`src/rtl/aurora_ingress_gate_if.sv`:
```
// NCHAN parallel AXI-stream lanes sharing one bundle; lane i data at [DWIDTH*i +: DWIDTH].
// master drives payload/valid/last, slave drives ready.
interface aurora_ingress_gate_if #(
  parameter int NCHAN  = 4,
  parameter int DWIDTH = 32
);
  logic [NCHAN*DWIDTH-1:0] tdata;
  logic [NCHAN-1:0]        tvalid;
  logic [NCHAN-1:0]        tlast;
  logic [NCHAN-1:0]        tready;

  modport master (output tdata, tvalid, tlast, input tready);
  modport slave  (input tdata, tvalid, tlast, output tready);
endinterface

```
`src/rtl/aurora_ingress_gate.sv`:
```
// Per-channel Aurora event gate: whole frames are forwarded or dropped, state changes only between frames.
// Zero-latency data path; optional INGRESS_GATE_PASSCNT_EN builds per-channel forwarded-frame counters.
module aurora_ingress_gate #(
  parameter int NCHAN     = 4,
  parameter int DWIDTH    = 32,
  parameter int CNT_WIDTH = 16
) (
  input  logic                       aclk,
  input  logic                       aresetn,
  input  logic                       open_i,
  input  logic [NCHAN-1:0]           chan_mask_i,
  aurora_ingress_gate_if.slave       s_axis,
  aurora_ingress_gate_if.master      m_axis,
  output logic [NCHAN-1:0]           pass_o,
  output logic                       busy_o,
  input  logic                       drop_clear_i,
  output logic [NCHAN*CNT_WIDTH-1:0] drop_count_o,
  output logic [NCHAN*CNT_WIDTH-1:0] pass_count_o
);

  typedef enum logic {DISCARD = 1'b0, PASS = 1'b1} state_t;

  state_t                          state_q [NCHAN];
  logic [NCHAN-1:0]                in_frame_q;
  logic [NCHAN-1:0]                in_frame_d;
  logic [NCHAN-1:0]                en;
  logic [NCHAN-1:0]                accept;
  logic [NCHAN-1:0]                eop;
  logic [NCHAN-1:0][CNT_WIDTH-1:0] drop_q;

  function automatic logic [CNT_WIDTH-1:0] cnt_next(input logic [CNT_WIDTH-1:0] c,
                                                    input logic inc, input logic clr);
    if (clr)              return inc ? CNT_WIDTH'(1) : '0;
    if (inc && (c != '1)) return c + CNT_WIDTH'(1);
    return c;
  endfunction

  always_comb begin
    for (int i = 0; i < NCHAN; i++) pass_o[i] = (state_q[i] == PASS);
  end

  // aresetn gates tready directly so upstream sees 0 without waiting for a clock edge.
  assign s_axis.tready = (pass_o & m_axis.tready) | (~pass_o & {NCHAN{aresetn}});
  assign m_axis.tvalid = s_axis.tvalid & pass_o;
  assign m_axis.tlast  = s_axis.tlast & pass_o;

  for (genvar g = 0; g < NCHAN; g++) begin : g_data
    assign m_axis.tdata[DWIDTH*g +: DWIDTH] = pass_o[g] ? s_axis.tdata[DWIDTH*g +: DWIDTH] : '0;
  end

  always_comb begin
    en         = open_i ? ~chan_mask_i : '0;
    accept     = s_axis.tvalid & s_axis.tready;
    eop        = accept & s_axis.tlast;
    in_frame_d = (accept & ~s_axis.tlast) | (~accept & in_frame_q);
  end

  assign busy_o = |in_frame_q;

  always_ff @(posedge aclk or negedge aresetn) begin
    if (!aresetn) begin
      in_frame_q <= '0;
      for (int i = 0; i < NCHAN; i++) state_q[i] <= DISCARD;
    end else begin
      in_frame_q <= in_frame_d;
      for (int i = 0; i < NCHAN; i++) begin
        // Only re-evaluate the gate once the current frame has fully gone by.
        if (!in_frame_d[i]) begin
          case (state_q[i])
            DISCARD: if (en[i])  state_q[i] <= PASS;
            PASS:    if (!en[i]) state_q[i] <= DISCARD;
            default: state_q[i] <= DISCARD;
          endcase
        end
      end
    end
  end

  always_ff @(posedge aclk or negedge aresetn) begin
    if (!aresetn) begin
      drop_q <= '0;
    end else begin
      for (int i = 0; i < NCHAN; i++)
        drop_q[i] <= cnt_next(drop_q[i], eop[i] & ~pass_o[i], drop_clear_i);
    end
  end

  assign drop_count_o = drop_q;

`ifdef INGRESS_GATE_PASSCNT_EN
  logic [NCHAN-1:0][CNT_WIDTH-1:0] pass_cnt_q;

  always_ff @(posedge aclk or negedge aresetn) begin
    if (!aresetn) begin
      pass_cnt_q <= '0;
    end else begin
      for (int i = 0; i < NCHAN; i++)
        pass_cnt_q[i] <= cnt_next(pass_cnt_q[i], eop[i] & pass_o[i], drop_clear_i);
    end
  end

  assign pass_count_o = pass_cnt_q;
`else
  assign pass_count_o = '0;
`endif

endmodule

```
`src/flat_wrapper.sv`:
```
// flat-port wrapper written by rule: the top's interface ports become plain ports
module aurora_ingress_gate_flat 
#(
  parameter int NCHAN     = 4,
  parameter int DWIDTH    = 32,
  parameter int CNT_WIDTH = 16
)
  (aclk, aresetn, open_i, chan_mask_i, pass_o, busy_o, drop_clear_i, drop_count_o, pass_count_o, s_axis_tdata, s_axis_tvalid, s_axis_tlast, s_axis_tready, m_axis_tdata, m_axis_tvalid, m_axis_tlast, m_axis_tready);
  aurora_ingress_gate_if #(.NCHAN(NCHAN), .DWIDTH(DWIDTH)) s_axis_i ();
  aurora_ingress_gate_if #(.NCHAN(NCHAN), .DWIDTH(DWIDTH)) m_axis_i ();
  input  logic aclk;
  input  logic aresetn;
  input  logic open_i;
  input  logic [NCHAN-1:0] chan_mask_i;
  output logic [NCHAN-1:0] pass_o;
  output logic busy_o;
  input  logic drop_clear_i;
  output logic [NCHAN*CNT_WIDTH-1:0] drop_count_o;
  output logic [NCHAN*CNT_WIDTH-1:0] pass_count_o;
  input wire logic [$bits(s_axis_i.tdata)-1:0] s_axis_tdata;
  input wire logic [$bits(s_axis_i.tvalid)-1:0] s_axis_tvalid;
  input wire logic [$bits(s_axis_i.tlast)-1:0] s_axis_tlast;
  output wire logic [$bits(s_axis_i.tready)-1:0] s_axis_tready;
  output wire logic [$bits(m_axis_i.tdata)-1:0] m_axis_tdata;
  output wire logic [$bits(m_axis_i.tvalid)-1:0] m_axis_tvalid;
  output wire logic [$bits(m_axis_i.tlast)-1:0] m_axis_tlast;
  input wire logic [$bits(m_axis_i.tready)-1:0] m_axis_tready;
  assign s_axis_i.tdata = s_axis_tdata;
  assign s_axis_i.tvalid = s_axis_tvalid;
  assign s_axis_i.tlast = s_axis_tlast;
  assign s_axis_tready = s_axis_i.tready;
  assign m_axis_tdata = m_axis_i.tdata;
  assign m_axis_tvalid = m_axis_i.tvalid;
  assign m_axis_tlast = m_axis_i.tlast;
  assign m_axis_i.tready = m_axis_tready;
  aurora_ingress_gate #(.NCHAN(NCHAN), .DWIDTH(DWIDTH), .CNT_WIDTH(CNT_WIDTH)) u_core (.aclk(aclk), .aresetn(aresetn), .open_i(open_i), .chan_mask_i(chan_mask_i), .s_axis(s_axis_i), .m_axis(m_axis_i), .pass_o(pass_o), .busy_o(busy_o), .drop_clear_i(drop_clear_i), .drop_count_o(drop_count_o), .pass_count_o(pass_count_o));
endmodule
```
`config.mk`:
```
export PLATFORM = sky130hd
export DESIGN_NAME = aurora_ingress_gate_flat
export DESIGN_NICKNAME = d
export VERILOG_FILES = /design/src/rtl/aurora_ingress_gate_if.sv /design/src/rtl/aurora_ingress_gate.sv /design/src/flat_wrapper.sv
export SDC_FILE = /design/constraint.sdc
export NUM_CORES = 1
export LEC_CHECK = 0
export ABC_AREA = 1
export ABC_CLOCK_PERIOD_IN_PS = 1900
export CAP_MARGIN = 30
export CORE_AREA = 2 2 164 166
export CTS_CLUSTER_DIAMETER = 120
export DETAILED_ROUTE_END_ITERATION = 6
export DIE_AREA = 0 0 166 168
export GPL_TIMING_DRIVEN = 0
export PLACE_DENSITY_LB_ADDON = 0.3
export SLEW_MARGIN = 30
export SYNTH_ARGS = -nofsm -noshare
export SYNTH_HDL_FRONTEND = slang
export SYNTH_SLANG_ARGS = --single-unit
```
`constraint.sdc`:
```
create_clock -name aclk -period 1.9 [get_ports aclk]
set_input_delay 0.285 -clock aclk [delete_from_list [all_inputs] [get_ports aclk]]
set_output_delay 0.285 -clock aclk [all_outputs]
set_load 0.02 [all_outputs]
```
==> metrics.csv, run 1 <==
metric,value,unit
clk sinks,72,
drt initial violations,508,
global-route wire length before repair,44.7,mm
synth warn,0,
Cells after Synth,1015,
Met2 Routed Length,14.6,mm
DRC errors left,0,
synth-to-layout area growth,72.0,%
VDD IR-drop max,0.383,mV
Die Height,168,µm
vias,7505,
H-tree depth,3,
Site Rows,60,
routed len/inst,16.5,µm
crit path capture type,primary output,
Die Footprint,27900,µm²
MaxCap Viol Count,0,
leading area contributor after synthesis,dfrtp_1,
most numerous cell in the Yosys netlist,nand2_1,
critical path arrival,1550,ps
largest net degree at the start of global routing,31,
final worst slack,69.6,ps
final setup skew,10.6,ps
Setup CP Type,reg -> out,
Post-synth EDFFs,0,
worst skew pair latency,340,ps
antenna-violating nets left,0,
outcome,completed,
P_leak,6.20,nW
proportion of layout cells with a drive suffix above 1,16.6,%
worst hold slack,40.2,ps
Max Fanout on Critical Path,10,
Final GP Congestion,0.923,
Avg Inst Size Synth,6.24,µm²
CTS Buf Count,9,
routed wl met3,2.48,mm
grt total ovfl,0,
ys async rst share,100,%
Power Dens Cells,570,nW/µm²
CTS tree,built,
GRT Overall Usage,20.9,%
Netlist cell types,32,
initial core utilization,24.0,%
Final setup viols,0,
main flop type after synthesis,dfrtp_1,
Worst-path clk slew,60,ps
Final Hold Vio Count,0,
DR pass1 iterations,5,
top post-synthesis cells by area,"dfrtp_1, nand2_1, inv_1",
Final period util,96.3,%
Place WS,-475,ps
port bufs,355,
top sig layer,met5,
area of the core,26400,µm²
relative slew slack,49.0,%
Detailed Route WL,29.8,mm
Final nets,1607,
Tmin final,1830,ps
CP Launch Type,flip-flop,
post-synthesis sequential area ratio,28.5,%
synthesized area,6330,µm²
M1 WL,12.3,mm
hold crit path type,in -> async,
Ports,421,
WP data required,1620,ps
"Core Util, Final",41.3,%
Slew Limit Fails,0,
share of the synthesized area in the top cell type,28.5,%
detail-routed via count per cell,4.16,
Seq cells post-synth,72,
Clock Tree Root,clkbuf_16,
initial antenna violation count,5,
worst-margin pin slew,763,ps
dpl hpwl,24.0,mm
number of global-route vias before repair,7332,
f_max,546,MHz
maximum buffer depth of the clock tree,2,
"top cells by count, synth","nand2_1, inv_1, dfrtp_1, buf_4, nor2_1",
die width,166,µm
## critical path: stages, from the launching register on
cell	delay (ps)
dfrtp_1	360
clkbuf_4	200
buf_4	180
nand2_1	60
inv_1	60
dlygate4sd2_1	330
## sequential cells by signal (all words and copies together), names as in the netlist
signal / cells
u_core.drop_count_o: 64
u_core.pass_o: 4
u_core.in_frame_q: 4
## final timing paths
kind	from	end	slack, ps	depth (start not counted)
hold / removal	aresetn	u_core.drop_count_o[4]$_DFFE_PN0P_	40	3
min in group aclk	drop_clear_i	u_core.drop_count_o[12]$_DFFE_PN0P_	270	4
max in group asynchronous	aresetn	u_core.drop_count_o[22]$_DFFE_PN0P_	820	2
setup reg to reg	u_core.drop_count_o[16]$_DFFE_PN0P_	u_core.drop_count_o[23]$_DFFE_PN0P_	100	10
hold reg to reg	u_core.drop_count_o[1]$_DFFE_PN0P_	u_core.drop_count_o[1]$_DFFE_PN0P_	500	2
setup / recovery	u_core.pass_o[1]$_DFFE_PN0N_	m_axis_tdata[51]	70	5
## routing by layer
metal,vias to the layer above,GRT usage [%]
met5,-,0
met4,4,4.23
met3,27,6.44
met2,271,36.3
met1,3394,25.5
li1,3809,-
## report_power, final
group          leakage [nW]  total (mW)  switching [mW]  internal [mW]
logic                  5.06        2.75            1.63           1.12
registers             0.983        1.66          0.0610           1.60
clock network         0.149        1.80           0.704           1.09
total                  6.20        6.21            2.40           3.81
## stage by stage
| step | cell area, µm² | cells | power (mW) | TNS, ps |
|---|---|---|---|---|
| floorplan | 6570 | 1078 | 3.10 | 0 |
| global placement | 10500 | 1774 | 4.59 | -426000 |
| detailed placement | 10600 | 1775 | 4.58 | -24310 |
| CTS | 10900 | 1795 | 6.26 | 0 |
| global route | 10900 | 1802 | 6.54 | -12.7 |
| finish | 10900 | 1802 | 6.21 | 0 |
## cells by family after synthesis
family	after synthesis	share of synthesized area, %
buffers and inverters	288	22.4
flip-flops	72	28.5
AO/OA/AOI/OAI	25	2.41
XOR/XNOR	14	1.94
adder cells (fa/ha/maj)	4	0.791
other	1	0.0592
AND/OR/NAND/NOR	611	43.9
## final cells by class
class / count / area [µm²]
Timing Repair Buffer: 366 / 3510
Clock buffer: 12 / 256
Tap cell: 341 / 427
Fill cell: 2821 / 15500
Clock inverter: 4 / 51.3
Sequential cell: 72 / 1810
Inverter: 193 / 726
Multi-Input combinational cell: 718 / 3360
Buffer: 95 / 752
Antenna cell: 1 / 2.50
## what timing repair did
action,in CTS,in global routing
resized for setup,227,105
gates cloned,1,0
endpoints found under the hold margin,17,0
setup endpoints to repair,142,152
hold buffers,2,0
pin swaps,0,2
buffers inserted,1,6
## cells in the final DEF, fill, tap and decap left out, types with 3 or more instances in the layout
master	instances
buf_1	3
buf_12	3
buf_4	76
buf_6	10
clkbuf_1	4
clkbuf_16	9
clkbuf_2	34
clkbuf_4	6
clkdlybuf4s15_1	35
clkdlybuf4s15_2	23
clkdlybuf4s50_1	212
conb_1	64
dfrtp_1	66
dfrtp_2	6
dlygate4sd2_1	49
inv_1	187
inv_2	5
nand2_1	387
nand2_2	21
nand3_1	34
nand3_2	3
nand3b_1	6
nand4_1	62
nor2_1	63
nor2_2	5
nor2_4	12
o21ai_0	14
o21bai_1	11
or2_2	10
xor2_1	14
Power figures use the tool's default switching activity.
==> run 2: changes to the inputs <==
--- a/config.mk
+++ b/config.mk
@@ -13,6 +13,7 @@
 export DETAILED_ROUTE_END_ITERATION = 6
 export DIE_AREA = 0 0 166 168
 export GPL_TIMING_DRIVEN = 0
+export HOLD_SLACK_MARGIN = 0.15
 export PLACE_DENSITY_LB_ADDON = 0.3
 export SLEW_MARGIN = 30
 export SYNTH_ARGS = -nofsm -noshare
==> run 2 against run 1 <==
Net effect:
- sequential power barely moved
- via count barely moved
- clock skew rose by 1.7 ps
- fmax barely moved
- total power barely moved
- cell count rose by 0.11%
- worst hold slack improved by 230 ps
- global-route usage barely moved
- die area did not move
- largest cell class unchanged
==> metrics.csv, run 2 (same netlist as run 1, synthesis figures left out) <==
metric,value,unit
Power Dens Cells,569,nW/µm²
Comb pwr share,44.4,%
Sw Ratio,38.6,%
Site Rows,60,
DR pass1 iterations,5,
largest net degree at the start of global routing,31,
DRC errors left,0,
vias,7508,
VDD IR-drop max,0.383,mV
drt initial violations,551,
P_leak,6.20,nW
f_max,547,MHz
Worst R2R Path Depth,10,
Finished Layout Cells,1804,
switching pwr,2.40,mW
Final setup viols,0,
hold path depth,4,
Final period util,96.3,%
area of the core,26400,µm²
initial antenna violation count,5,
worst skew pair latency,340,ps
post-route cell area,10900,µm²
dpl cells,1775,
Die Footprint,27900,µm²
"Core Util, Final",41.4,%
grt total ovfl,0,
Final GP Congestion,0.923,
GRT Overall Usage,20.9,%
worst-margin pin slew,760,ps
antenna-violating nets left,0,
DP Area,10600,µm²
CTS Buf Count,9,
Tmin final,1830,ps
H-tree depth,3,
M1 WL,12.4,mm
Max Fanout on Critical Path,10,
Largest register FFs,64,
MaxCap Viol Count,0,
WP data required,1620,ps
CTS tree,built,
dpl hpwl,24.0,mm
routed len/inst,16.5,µm
most frequent cells in the layout,"nand2_1, clkdlybuf4s50_1, inv_1, buf_4, dfrtp_1",
final setup skew,12.3,ps
Final nets,1609,
Clock Tree Root,clkbuf_16,
Sum Neg Setup Slack,0,ps
relative slew slack,49.2,%
Met2 Routed Length,14.6,mm
final worst slack,70.3,ps
initial core utilization,24.0,%
routed wl met3,2.37,mm
Int Pwr,3.81,mW
critical path arrival,1540,ps
Final Hold Vio Count,0,
# fillers,2820,
Die Height,168,µm
top sig layer,met5,
CP Launch Type,flip-flop,
global-route wire length before repair,44.8,mm
detail-routed via count per cell,4.16,
Detailed Route WL,29.8,mm
outcome,completed,
maximum buffer depth of the clock tree,2,
hold crit path type,in -> reg,
proportion of layout cells with a drive suffix above 1,16.6,%
synth-to-layout area growth,72.3,%
number of global-route vias before repair,7340,
sequential power share,26.7,%
clk sinks,72,
Worst-path clk slew,70,ps
clock share of power,28.9,%
crit path capture type,primary output,
Place WS,-475,ps
die width,166,µm
Slew Limit Fails,0,
Ports,421,
port bufs,355,
"commonest non-fill, non-tap cell in the layout",nand2_1,
Setup CP Type,reg -> out,
==> run 2: metal layers <==
| layer | vias up | global-route usage [%] |
|---|---|---|
| met5 | - | 0 |
| met3 | 28 | 6.46 |
| met4 | 4 | 4.42 |
| met2 | 260 | 36.2 |
| met1 | 3403 | 25.5 |
| li1 | 3813 | - |
==> run 2: worst paths after layout <==
check	from	endpoint	slack, ps
setup / recovery	u_core.pass_o[1]$_DFFE_PN0N_	m_axis_tdata[51]	70
hold / removal	drop_clear_i	u_core.drop_count_o[50]$_DFFE_PN0P_	270
setup reg to reg	u_core.drop_count_o[16]$_DFFE_PN0P_	u_core.drop_count_o[25]$_DFFE_PN0P_	90
hold reg to reg	u_core.drop_count_o[1]$_DFFE_PN0P_	u_core.drop_count_o[1]$_DFFE_PN0P_	500
max in group asynchronous	aresetn	u_core.drop_count_o[22]$_DFFE_PN0P_	850
min in group asynchronous	aresetn	u_core.drop_count_o[36]$_DFFE_PN0P_	570
==> run 2: metrics by stage <==
stage	hold slack, ps	total power [mW]
4_1_cts	260	6.26
2_1_floorplan	-10.6	3.10
5_1_grt	270	6.55
3_3_place_gp	538	4.59
6_report	272	6.21
3_5_place_dp	134	4.58
==> run 2: critical path, stage by stage (launching register included) <==
cell	delay, ps
dfrtp_1	360
clkbuf_4	200
buf_4	180
nand2_1	60
inv_1	60
dlygate4sd2_1	330
==> run 2: area by class of cell <==
class / instances / area (µm²) / share of cell area (%)
repair buffers: 368 / 3530 / 32.4
clock buffers: 12 / 256 / 2.35
inverters: 193 / 726 / 6.65
plain buffers: 95 / 752 / 6.89
clock inverters: 4 / 51.3 / 0.470
flip-flops and latches: 72 / 1810 / 16.6
multi-input cells: 718 / 3360 / 30.8
well taps: 341 / 427 / 3.91
diodes: 1 / 2.50 / 0.0229
==> run 2: repair_timing <==
item | 4_1_cts | 5_1_grt
hold buffers | 4 | 0
setup buffers | 1 | 6
cloned | 1 | 0
pin swaps | 0 | 2
resized for setup | 227 | 105
endpoints found under the setup margin | 142 | 152
hold endpoints to repair | 42 | 0
==> run 2: power by group through the flow <==
stage               Combinational [mW]  Clock (mW)  Sequential [mW]
floorplan                         1.39           0             1.71
global placement                  2.89           0             1.69
detailed placement                2.89           0             1.69
CTS                               2.76        1.84             1.66
global route                      2.98        1.90             1.67
finish                            2.76        1.80             1.66
